$ cat src/rtl/fir_stream_ctrl_pkg.sv
// Shared definitions for the FIR stream controller: sequencer states and default sizing.
package fir_stream_ctrl_pkg;

    localparam int TAPS      = 8;
    localparam int DEF_N     = 8;
    localparam int DEF_CNT_W = 16;
    localparam int DEF_TMO   = 64;

    typedef enum logic [1:0] {
        ST_IDLE  = 2'd0,
        ST_ISSUE = 2'd1,
        ST_WAIT  = 2'd2,
        ST_DRAIN = 2'd3
    } ctrl_state_e;

endpackage

$ cat src/rtl/fir_stream_ctrl_if.sv
// Stream bundle between the controller, its sample source, the FIR core and the result sink.
interface fir_stream_ctrl_if
    import fir_stream_ctrl_pkg::*;
#(
    parameter int N = DEF_N
) ();

    logic              src_vld;
    logic [N-1:0]      src_data;
    logic              src_rdy;

    logic [TAPS*N-1:0] fir_coeffs;
    logic [N-1:0]      fir_din_data;
    logic              fir_din_vld;
    logic              fir_dout_busy;
    logic              fir_dout_vld;
    logic [N+2:0]      fir_dout_data;

    logic              snk_vld;
    logic [N+2:0]      snk_data;
    logic              snk_rdy;

    modport master (
        input  src_vld, src_data, fir_dout_vld, fir_dout_data, snk_rdy,
        output src_rdy, fir_coeffs, fir_din_data, fir_din_vld, fir_dout_busy,
               snk_vld, snk_data
    );

    modport slave (
        output src_vld, src_data, fir_dout_vld, fir_dout_data, snk_rdy,
        input  src_rdy, fir_coeffs, fir_din_data, fir_din_vld, fir_dout_busy,
               snk_vld, snk_data
    );

endinterface

$ cat src/rtl/fir_out_skid.sv
// One-entry result buffer between the FIR output and the sink; full doubles as FIR backpressure.
module fir_out_skid #(
    parameter int W = 11
) (
    input  logic         clk,
    input  logic         rst,
    input  logic         push_i,
    input  logic [W-1:0] data_i,
    input  logic         pop_i,
    output logic         full_o,
    output logic [W-1:0] data_o
);

    logic         full_q;
    logic         full_d;
    logic [W-1:0] data_q;
    logic [W-1:0] data_d;

    // A push is only honoured while empty, so push and pop can never coincide.
    always_comb begin
        full_d = full_q;
        data_d = data_q;
        if (push_i && !full_q) begin
            full_d = 1'b1;
            data_d = data_i;
        end else if (full_q && pop_i) begin
            full_d = 1'b0;
        end
    end

    always_ff @(posedge clk) begin
        if (rst) begin
            full_q <= 1'b0;
            data_q <= '0;
        end else begin
            full_q <= full_d;
            data_q <= data_d;
        end
    end

    assign full_o = full_q;
    assign data_o = data_q;

endmodule

$ cat src/rtl/fir_stream_ctrl.sv
// Frame sequencer in front of an 8-tap FIR: coefficient file, one-sample-in-flight issue/wait loop,
// result buffering and a wait watchdog.
module fir_stream_ctrl
    import fir_stream_ctrl_pkg::*;
#(
    parameter int N     = DEF_N,
    parameter int CNT_W = DEF_CNT_W,
    parameter int TMO   = DEF_TMO
) (
    input  logic             clk,
    input  logic             rst,
    input  logic             cfg_we_i,
    input  logic [2:0]       cfg_addr_i,
    input  logic [N-1:0]     cfg_data_i,
    input  logic             start_i,
    input  logic [CNT_W-1:0] frame_len_i,
    output logic             busy_o,
    output logic             done_o,
    output logic             err_tmo_o,
    fir_stream_ctrl_if.master bus
);

    localparam int TW = (TMO > 1) ? $clog2(TMO) : 1;
    localparam logic [TW-1:0] TMO_LAST = TW'(TMO - 1);

    ctrl_state_e      state_q;
    ctrl_state_e      state_d;
    logic [CNT_W-1:0] frameLen_q;
    logic [CNT_W-1:0] frameLen_d;
    logic [CNT_W-1:0] smpCnt_q;
    logic [CNT_W-1:0] smpCnt_d;
    logic [TW-1:0]    tmoCnt_q;
    logic [TW-1:0]    tmoCnt_d;
    logic [N-1:0]     dinData_q;
    logic [N-1:0]     dinData_d;
    logic             dinVld_q;
    logic             dinVld_d;
    logic             done_q;
    logic             done_d;
    logic             errTmo_q;
    logic             errTmo_d;
    logic [N-1:0]     coeff_q [TAPS];
    logic [N-1:0]     coeff_d [TAPS];

    logic             srcRdy;
    logic             capture;
    logic             bufFull;
    logic [N+2:0]     bufData;
    logic [TAPS*N-1:0] coeffsFlat;

    // Results are only taken while a sample is outstanding and the buffer has room.
    assign capture = (state_q == ST_WAIT) && bus.fir_dout_vld && !bufFull;

    fir_out_skid #(
        .W (N + 3)
    ) u_skid (
        .clk    (clk),
        .rst    (rst),
        .push_i (capture),
        .data_i (bus.fir_dout_data),
        .pop_i  (bus.snk_rdy),
        .full_o (bufFull),
        .data_o (bufData)
    );

    always_comb begin
        coeff_d = coeff_q;
        if (cfg_we_i && (state_q == ST_IDLE)) begin
            coeff_d[cfg_addr_i] = cfg_data_i;
        end
    end

    always_comb begin
        state_d    = state_q;
        frameLen_d = frameLen_q;
        smpCnt_d   = smpCnt_q;
        tmoCnt_d   = tmoCnt_q;
        dinData_d  = dinData_q;
        dinVld_d   = 1'b0;
        done_d     = 1'b0;
        errTmo_d   = errTmo_q;
        srcRdy     = 1'b0;

        case (state_q)
            ST_IDLE: begin
                if (start_i) begin
                    if (frame_len_i != '0) begin
                        frameLen_d = frame_len_i;
                        smpCnt_d   = '0;
                        errTmo_d   = 1'b0;
                        state_d    = ST_ISSUE;
                    end else begin
                        done_d = 1'b1;
                    end
                end
            end
            ST_ISSUE: begin
                srcRdy = 1'b1;
                if (bus.src_vld) begin
                    dinData_d = bus.src_data;
                    dinVld_d  = 1'b1;
                    smpCnt_d  = smpCnt_q + 1'b1;
                    tmoCnt_d  = '0;
                    state_d   = ST_WAIT;
                end
            end
            ST_WAIT: begin
                // A lost sample is abandoned: the frame ends here with the error flag raised.
                if (capture) begin
                    state_d = (smpCnt_q < frameLen_q) ? ST_ISSUE : ST_DRAIN;
                end else if (tmoCnt_q == TMO_LAST) begin
                    errTmo_d = 1'b1;
                    done_d   = 1'b1;
                    state_d  = ST_IDLE;
                end else begin
                    tmoCnt_d = tmoCnt_q + 1'b1;
                end
            end
            ST_DRAIN: begin
                if (!bufFull) begin
                    done_d  = 1'b1;
                    state_d = ST_IDLE;
                end
            end
            default: begin
                state_d = ST_IDLE;
            end
        endcase
    end

    always_ff @(posedge clk) begin
        if (rst) begin
            state_q    <= ST_IDLE;
            frameLen_q <= '0;
            smpCnt_q   <= '0;
            tmoCnt_q   <= '0;
            dinData_q  <= '0;
            dinVld_q   <= 1'b0;
            done_q     <= 1'b0;
            errTmo_q   <= 1'b0;
            coeff_q    <= '{default: '0};
        end else begin
            state_q    <= state_d;
            frameLen_q <= frameLen_d;
            smpCnt_q   <= smpCnt_d;
            tmoCnt_q   <= tmoCnt_d;
            dinData_q  <= dinData_d;
            dinVld_q   <= dinVld_d;
            done_q     <= done_d;
            errTmo_q   <= errTmo_d;
            coeff_q    <= coeff_d;
        end
    end

    always_comb begin
        coeffsFlat = '0;
        for (int k = 0; k < TAPS; k++) begin
            coeffsFlat[k*N +: N] = coeff_q[k];
        end
    end

    assign bus.src_rdy       = srcRdy;
    assign bus.fir_coeffs    = coeffsFlat;
    assign bus.fir_din_data  = dinData_q;
    assign bus.fir_din_vld   = dinVld_q;
    assign bus.fir_dout_busy = bufFull;
    assign bus.snk_vld       = bufFull;
    assign bus.snk_data      = bufData;

    assign busy_o    = (state_q != ST_IDLE);
    assign done_o    = done_q;
    assign err_tmo_o = errTmo_q;

endmodule

$ cat src/flat_wrapper.sv
// flat-port wrapper written by rule: the top's interface ports become plain ports
module fir_stream_ctrl_flat import fir_stream_ctrl_pkg::*;
#(
    parameter int N     = DEF_N,
    parameter int CNT_W = DEF_CNT_W,
    parameter int TMO   = DEF_TMO
)
  (clk, rst, cfg_we_i, cfg_addr_i, cfg_data_i, start_i, frame_len_i, busy_o, done_o, err_tmo_o, bus_src_vld, bus_src_data, bus_fir_dout_vld, bus_fir_dout_data, bus_snk_rdy, bus_src_rdy, bus_fir_coeffs, bus_fir_din_data, bus_fir_din_vld, bus_fir_dout_busy, bus_snk_vld, bus_snk_data);
  fir_stream_ctrl_if #(.N(N)) bus_i ();
  input  logic clk;
  input  logic rst;
  input  logic cfg_we_i;
  input  logic [2:0] cfg_addr_i;
  input  logic [N-1:0] cfg_data_i;
  input  logic start_i;
  input  logic [CNT_W-1:0] frame_len_i;
  output logic busy_o;
  output logic done_o;
  output logic err_tmo_o;
  input wire logic [$bits(bus_i.src_vld)-1:0] bus_src_vld;
  input wire logic [$bits(bus_i.src_data)-1:0] bus_src_data;
  input wire logic [$bits(bus_i.fir_dout_vld)-1:0] bus_fir_dout_vld;
  input wire logic [$bits(bus_i.fir_dout_data)-1:0] bus_fir_dout_data;
  input wire logic [$bits(bus_i.snk_rdy)-1:0] bus_snk_rdy;
  output wire logic [$bits(bus_i.src_rdy)-1:0] bus_src_rdy;
  output wire logic [$bits(bus_i.fir_coeffs)-1:0] bus_fir_coeffs;
  output wire logic [$bits(bus_i.fir_din_data)-1:0] bus_fir_din_data;
  output wire logic [$bits(bus_i.fir_din_vld)-1:0] bus_fir_din_vld;
  output wire logic [$bits(bus_i.fir_dout_busy)-1:0] bus_fir_dout_busy;
  output wire logic [$bits(bus_i.snk_vld)-1:0] bus_snk_vld;
  output wire logic [$bits(bus_i.snk_data)-1:0] bus_snk_data;
  assign bus_i.src_vld = bus_src_vld;
  assign bus_i.src_data = bus_src_data;
  assign bus_i.fir_dout_vld = bus_fir_dout_vld;
  assign bus_i.fir_dout_data = bus_fir_dout_data;
  assign bus_i.snk_rdy = bus_snk_rdy;
  assign bus_src_rdy = bus_i.src_rdy;
  assign bus_fir_coeffs = bus_i.fir_coeffs;
  assign bus_fir_din_data = bus_i.fir_din_data;
  assign bus_fir_din_vld = bus_i.fir_din_vld;
  assign bus_fir_dout_busy = bus_i.fir_dout_busy;
  assign bus_snk_vld = bus_i.snk_vld;
  assign bus_snk_data = bus_i.snk_data;
  fir_stream_ctrl #(.N(N), .CNT_W(CNT_W), .TMO(TMO)) u_core (.clk(clk), .rst(rst), .cfg_we_i(cfg_we_i), .cfg_addr_i(cfg_addr_i), .cfg_data_i(cfg_data_i), .start_i(start_i), .frame_len_i(frame_len_i), .busy_o(busy_o), .done_o(done_o), .err_tmo_o(err_tmo_o), .bus(bus_i));
endmodule
$ cat config.mk
export PLATFORM = sky130hd
export DESIGN_NAME = fir_stream_ctrl_flat
export DESIGN_NICKNAME = d
export VERILOG_FILES = /design/src/rtl/fir_stream_ctrl_pkg.sv /design/src/rtl/fir_stream_ctrl_if.sv /design/src/rtl/fir_out_skid.sv /design/src/rtl/fir_stream_ctrl.sv /design/src/flat_wrapper.sv
export SDC_FILE = /design/constraint.sdc
export NUM_CORES = 1
export LEC_CHECK = 0
export BUFFER_PORTS_ARGS = -buffer_cell sky130_fd_sc_hd__clkbuf_2
export CAP_MARGIN = 20
export CORE_ASPECT_RATIO = 1.5
export CORE_MARGIN = 10
export CORE_UTILIZATION = 35
export CTS_CLUSTER_DIAMETER = 30
export DETAILED_ROUTE_END_ITERATION = 7
export PLACE_DENSITY_LB_ADDON = 0.15
export SLEW_MARGIN = 10
export SYNTH_ARGS = -nofsm -noshare
export SYNTH_HDL_FRONTEND = slang
export SYNTH_HIERARCHICAL = 1
export SYNTH_SLANG_ARGS = --single-unit
$ cat constraint.sdc
create_clock -name clk -period 3.4 [get_ports clk]
set_input_delay 0.68 -clock clk [delete_from_list [all_inputs] [get_ports clk]]
set_output_delay 0.68 -clock clk [all_outputs]
set_load 0.01 [all_outputs]
==> impl_summary.md, run 1 <==
Yosys
Of the post-synthesis cell area, the dominant cell type holds 0.471. The gate count after technology mapping is ~600. Yosys instantiated no cell more often than sky130_fd_sc_hd__dfxtp_1.

Sorting the synthesized cells by how often they occur yields sky130_fd_sc_hd__dfxtp_1, sky130_fd_sc_hd__nor2_1, sky130_fd_sc_hd__nand2_1. A synthesized cell averages roughly 9 sq um. In this run the cell area of the synthesized design comes to approximately 5400 sq um.

After synthesis, the netlist uses 44 different library cells. The net count after synthesis is between 600 and 700. Yosys attributes the largest share of cell area to sky130_fd_sc_hd__dfxtp_1, sky130_fd_sc_hd__mux2i_1, sky130_fd_sc_hd__nor2_1.

The synthesized design contains 0 enable-type register cells. The proportion of register bits with asynchronous set or reset after synthesis is 0. The most instantiated flip-flop cell in the synthesis netlist is sky130_fd_sc_hd__dfxtp_1.

The sequential-to-total area share from yosys stat is 0.471. The synthesized design spends more area on one cell type than any other, namely sky130_fd_sc_hd__dfxtp_1. Synthesis inferred between 100 and 150 register bits. The Yosys warning count is 6.

Placement
The post-detailed-placement cell area is roughly 6000 sq um. The wire-length estimate of the detail-placed layout is approximately 12 mm. The congestion estimate from routability-driven global placement came to ~0.76. The count of buffers added on input and output ports is between 100 and 150.

Final layout
The finished cells cover 6770 sq um. Of the cells placed in the final design, the portion with a size suffix greater than 1 is 0.254. The filler cells instantiated in the layout total 1537. Across the whole layout, storage elements account for around 2500 sq um. Once layout is complete, the utilization of the core stands at 0.447. The area growth from synthesis to layout is 25.5%. In the final design database the tool counted 793 nets. Summing all multi-input logic gate instances after layout gives ~2600 sq um.

Routing
The number of vias in the routed layout is ~4600. The average vias per placed instance is around 4.9. The pre-antenna-repair detailed-routing pass consisted of 4 iterations.

The average wire per standard cell is ~17 microns. The starting DRC count in detailed routing is approximately 100. The final wirelength is 15.5 mm. The remaining design rule violation count is 0. The number of routed nets with antenna violations is 0.

STA
The count of final max-slew check failures came to 0. Setup repair after global routing left no endpoint under its margin. Setup violations remaining at the end of the flow were counted as 0.

Measured against its own limit, the worst slew margin works out to 0.560. The number of hold violations in the final report is 0. For the pin with the worst max-slew slack, the measured transition is 0.659 ns. Based on the critical path, the design can be clocked at up to 0.436 GHz. The final critical-path required period is 2.29 ns. The minimum hold slack is 0.454 ns.

The final total negative setup slack is 0 ns. The clock skew is ~0.011 ns. The final period utilization is 0.675.

Clock tree
The clock tree buffer depth is 2. Clock tree synthesis found a total of between 100 and 150 sinks. Once the clock tree was built, the setup fixing pass inserted 0 buffers.

The hold buffer count at cts is 0. The tree is rooted in a sky130_fd_sc_hd__clkbuf_16. Clock latency on the worst-skew pair, taken at its later pin, is ~0.41 ns. The post-cts sizing count is 0.

TritonCTS created 17 clock buffers. TritonCTS built the clock tree. Clock-pin slew was measured on the worst setup and hold paths at 0.06 ns.

The count of H-tree levels built during CTS is 4.

Floorplanning
The floorplan step defined a core boundary enclosing approximately 15000 sq um. The die is 172 microns tall. The row count is between 50 and 60. around 140 I/O pins were placed. The die area is around 21000 sq um. The initial utilization of the core area, before any placement, comes to 0.356.

The horizontal die dimension is 121 microns.

Setup path
The sort of element at the end of the critical path is a register. STA classifies the critical path startpoint as an input port. In this run the critical register-to-register path is launched from u_core/state_q[1]. For flop-to-flop paths, the worst setup slack is about 1.1 ns. The endpoint required time on the critical path is about 3.7 ns. The endpoint arrival time on the critical path is 2.62 ns. The kind of critical path is in -> reg. The largest fanout on the critical path is 17. The timing startpoint of the critical path is frame_len_i[0].

GRT
The number of antenna violations at the first check in global routing is 2. For this run the aggregate overflow at the end of global routing stands at 0. The first-pass GRT wire length is around 25 mm. The number of global-route vias before repair came to 4805. The largest net degree at the start of global routing is approximately 70. In the global route stage, overall resource usage came out at 0.148.

Run
The number of max-capacitance violations reported is 0.

Power
The total leakage power is between 3 and 4 nW. Overall power consumption after layout is estimated at 0.00360 W. The power per standard cell area is 531 nW/um^2. The peak supply drop is 0.386 mV.

Hold path
The min-delay analysis places its worst path in the category reg -> reg. The startpoint of the tightest hold check path is u_core/bus.fir_coeffs[46].

Run status
The run finished with clean final reports.
==> flip-flops by register name, summed over array words and instances, names as in the netlist <==
register                 count
u_core/bus.fir_coeffs       64
u_core/bus.fir_din_vld       1
u_core/tmoCnt_q              6
u_core/bus.fir_din_data      8
u_core/err_tmo_o             1
u_core/state_q               2
u_core/u_skid/data_o        11
u_core/smpCnt_q             16
u_core/frameLen_q           16
u_core/u_skid/full_o         1
u_core/done_o                1
==> metrics by stage <==
step / setup slack, ns / instances
after floorplan: 1.52 / 597
after global placement: 0.782 / 903
after detailed placement: 0.660 / 903
after CTS: 1.10 / 935
after global routing: 0.903 / 936
final: 1.11 / 936
==> logic make-up after synthesis <==
group                      Yosys count  synth area share
buffers and inverters               58            0.0513
DFF                                127             0.471
AOI/OAI and AO/OA                   78            0.0812
muxes                               56             0.104
xor gates and xnor gates            19            0.0309
adders and majority gates           17            0.0394
and+or+nand+nor                    242             0.222
==> placed cells by master (no fill, tap or decap), types with 7 or more instances in the layout <==
cell type / Yosys / layout
sky130_fd_sc_hd__nand3_1: 32 / 32
sky130_fd_sc_hd__a21oi_1: 47 / 47
sky130_fd_sc_hd__nor2_1: 83 / 83
sky130_fd_sc_hd__o21ai_1: 11 / 11
sky130_fd_sc_hd__clkbuf_2: 0 / 141
sky130_fd_sc_hd__mux2i_1: 56 / 56
sky130_fd_sc_hd__and3_1: 7 / 7
sky130_fd_sc_hd__inv_6: 0 / 7
sky130_fd_sc_hd__nand4_1: 8 / 8
sky130_fd_sc_hd__ha_1: 17 / 17
sky130_fd_sc_hd__nand2b_1: 17 / 17
sky130_fd_sc_hd__nand2_1: 62 / 62
sky130_fd_sc_hd__inv_1: 18 / 18
sky130_fd_sc_hd__nand4bb_1: 11 / 11
sky130_fd_sc_hd__xnor2_1: 8 / 8
sky130_fd_sc_hd__dfxtp_1: 127 / 127
sky130_fd_sc_hd__clkbuf_16: 0 / 17
sky130_fd_sc_hd__xor2_1: 11 / 11
==> worst paths after layout <==
| check | cells after the start | end |
|---|---|---|
| min reg2reg | 2 | u_core/bus.fir_coeffs[46] |
| max reg2reg | 6 | u_core/bus.fir_coeffs[57] |
| min | 2 | u_core/bus.fir_coeffs[46] |
| max | 6 | u_core/smpCnt_q[7] |
==> routing by layer <==
| layer | up-vias | wire length [microns] | track usage |
|---|---|---|---|
| met5 | - | 13 | 0 |
| met4 | 2 | 262 | 0.0525 |
| met3 | 18 | 1260 | 0.0633 |
| met2 | 131 | 8060 | 0.264 |
| met1 | 2133 | 5910 | 0.151 |
| li1 | 2283 | - | - |
==> worst max-delay path: stages <==
cell                       delay (ns)
sky130_fd_sc_hd__clkbuf_2        0.10
sky130_fd_sc_hd__nor4_1          0.35
sky130_fd_sc_hd__nand4_1         0.31
sky130_fd_sc_hd__nand3_2         0.48
sky130_fd_sc_hd__nand2b_1        0.46
sky130_fd_sc_hd__a21oi_1         0.24
==> report_power, final <==
group | internal (W) | switching [W]
Clock | 0.00105 | 0.000730
Sequential | 0.00153 | 0.0000276
Combinational | 0.000104 | 0.000160
Total | 0.00268 | 0.000918
==> final cells by class <==
| cell class | instances | share of cell area |
|---|---|---|
| tap | 199 | 0.0368 |
| clock inverter | 14 | 0.0213 |
| antenna | 1 | 0.000370 |
| clock buffer | 18 | 0.0649 |
| multi-input combinational | 412 | 0.380 |
| timing repair buffer | 147 | 0.111 |
| sequential | 127 | 0.376 |
| inverter | 18 | 0.00998 |
No activity file was read; power rests on OpenSTA's default activity.
==> run 2, diff against run 1 <==
Clock period 3.4 ns to 2.15 ns, I/O delays scaled along.
==> run 2 against run 1 <==
Clock-buffer cell count unchanged; power is 64% higher; sequential cell count unchanged; wire length shrank 1.6%; largest power group unchanged; via count up 0.70%; non-clock buffer count is 10 higher; sequential share of layout area is 0.73 points lower.
==> impl_summary.md, run 2 (same netlist as run 1, synthesis figures left out) <==
Run status
The run finished with clean final reports.

Clock tree
The CTS tree is done. The tree is rooted in a sky130_fd_sc_hd__clkbuf_16. The count of H-tree levels built during CTS is 4. Clock-pin slew was measured on the worst setup and hold paths at roughly 0.060 ns. Counting the buffers created by CTS gives 17. After clock tree synthesis, the flow added hold-fix buffers numbering 0. The post-CTS setup-driven buffer insertion count is 0. The worst-skew pair later-pin latency is between 0.4 and 0.5 ns. The number of gates resized after CTS was 0. Counting every sink on the clock net gives around 130. The clock tree buffer depth is 2.

Final layout
The fraction of final layout cells with drive strength greater than 1 is 0.264. The top cell types in the final layout, fill and taps aside, are sky130_fd_sc_hd__clkbuf_2, sky130_fd_sc_hd__dfxtp_1, sky130_fd_sc_hd__nor2_1. After the last flow step, the layout net total stands at 803.

The register with the most flip-flops in the layout has 64 of them. The repair_antennas step left the layout with diodes totalling 0. Relative to the synthesized area, the layout overhead comes to 28.0%. The finished cells cover roughly 6900 sq um. Leaving out fill and tap cells, the most frequent cell in the layout is sky130_fd_sc_hd__clkbuf_2.

Setup path
The kind of critical path is reg -> out. The startpoint identified for the worst register-to-register timing path is u_core/state_q[1]. Together, buffers and inverters on the worst path number 3. At the worst endpoint, the required time is 1.72 ns. The largest fanout on the critical path is 15. STA classifies the critical path endpoint as a primary output. The endpoint arrival time on the critical path is ~1.5 ns. The slack of the worst reg-to-reg path is a little over 0.3 ns.

The dominant delay contributor by cell family on the critical path is flip-flops. Walking the worst path, the cells encountered are nor2_1, buf_4, inv_1, clkbuf_2. STA classifies the critical path startpoint as a register. In this run the critical register-to-register path is captured at u_core/tmoCnt_q[5]. The highest cell delay on the worst timing path is ~0.62 ns. The cell with the biggest individual delay on the critical path is sky130_fd_sc_hd__dfxtp_1. For the worst flop-to-flop path, the logic depth is 5.

GRT
The number of antenna violations at the first check in global routing is 1. In the global route stage, overall resource usage came out at 0.147. Entering global routing, the biggest net connects slightly below 50 pins.

The remaining global-route overflow is 0. The first global-routing pass estimated between 20 and 25 mm of wire. The number of global-route vias before repair was 4749.

STA
Based on the critical path, the design can be clocked at up to ~0.53 GHz. For the finished layout, the period the worst path requires is around 1.9 ns. Setup repair after global routing left no endpoint under its margin. In the post-route analysis, the smallest setup slack over all paths is about 0.25 ns.

In the finished design, the share of the clock period the worst path needs comes to 0.885. Adding up every negative setup slack in the final design gives 0 ns. The clock skew is between 0.01 and 0.015 ns. The count of final max-slew check failures is 0. The worst slew margin relative to its limit is 0.653. The slew at the pin closest to its max-slew limit is 0.519 ns. The number of hold violations in the final report is 0. Setup violations remaining at the end of the flow were counted as 0.

Floorplanning
The total area inside the core boundary comes to roughly 15000 sq um. The initial standard-cell utilization of the core is 0.356. The die is 172 microns tall. The row count is 55. The die covers roughly 21000 sq um. The horizontal die dimension is 121 microns. For this design the top-level I/O count stands at 143.

Hold path
The startpoint of the tightest hold check path is bus_snk_rdy. The tightest min-delay check is of the in -> reg type. The worst hold path passes through 2 cells. The endpoint of the worst hold-timing path is u_core/u_skid/full_o.

Placement
The post-detailed-placement cell area is around 6300 sq um. The detailed placement HPWL is between 10 and 15 mm. The final weighted congestion of routability-driven global placement is ~0.78.

Port buffering added roughly 140 buffers. The pre-CTS setup slack is 0.132 ns.

Routing
The count of nets left with antenna violations once routing finished came out at 0. For this run, the detailed router's first-pass iteration total came to 4. The average wire per standard cell is ~16 microns. The starting DRC count in detailed routing is roughly 130.

The routed design has about 15 mm of wire. The number of vias in the routed layout is 4599. Using the TritonRoute via totals, the vias-per-cell ratio works out to ~5.

For this run, design rule violations remaining after detail routing come to 0.

Run
The number of max-capacitance violations reported is 0.

Power
The peak supply drop is about 0.47 mV. The total leakage power is slightly above 3 nW. The total power is ~0.006 W. Power spread over the standard cell area amounts to between 800 and 900 nW/um^2.
[run 2: final cells by class]
type	count	area, sq um
well taps	199	249
fillers	1534	8240
repair buffers	157	851
clock inverters	14	180
inverters	18	67.6
multi-input cells	412	2570
clock buffers	18	439
flip-flops and latches	127	2540
[run 2: worst reg2reg max path, cell delays in order, from the launching register on]
cell	delay, ns
sky130_fd_sc_hd__dfxtp_1	0.62
sky130_fd_sc_hd__nor2b_1	0.28
sky130_fd_sc_hd__o211ai_1	0.26
sky130_fd_sc_hd__a211oi_1	0.35
sky130_fd_sc_hd__xnor2_1	0.16
sky130_fd_sc_hd__nor2_1	0.06
[run 2: how the worst max path moves through the flow]
stage | from | cells after the start | slack (ns) | to
after global routing | u_core/state_q[1] | 4 | 0.10 | busy_o
after CTS | u_core/state_q[1] | 4 | 0.22 | busy_o
after detailed placement | frame_len_i[7] | 7 | 0.13 | u_core/frameLen_q[5]
final | u_core/state_q[1] | 4 | 0.25 | busy_o
after floorplan | frame_len_i[10] | 6 | 0.52 | u_core/frameLen_q[10]
after global placement | frame_len_i[10] | 7 | 0.17 | u_core/frameLen_q[8]
[run 2: through the flow]
stage | hold WS, ns | cells | utilization
2_1_floorplan | 0.461 | 597 | -
3_3_place_gp | 0.444 | 913 | 0.415
3_5_place_dp | 0.446 | 913 | 0.415
4_1_cts | 0.203 | 945 | 0.456
5_1_grt | 0.210 | 945 | 0.456
6_report | 0.223 | 945 | 0.456
[run 2: layer usage]
metal / GRT usage / routed length (microns) / vias to the layer above
met2: 0.267 / 8160 / 113
met5: 0 / 13 / -
li1: - / - / 2303
met4: 0.0551 / 175 / 2
met3: 0.0574 / 1100 / 16
met1: 0.148 / 5800 / 2165
[run 2: power by group]
group	total (W)	switching (W)	internal, W
logic	0.000450	0.000265	0.000185
clock network	0.00300	0.00112	0.00188
registers	0.00245	0.0000350	0.00241
total	0.00590	0.00142	0.00447
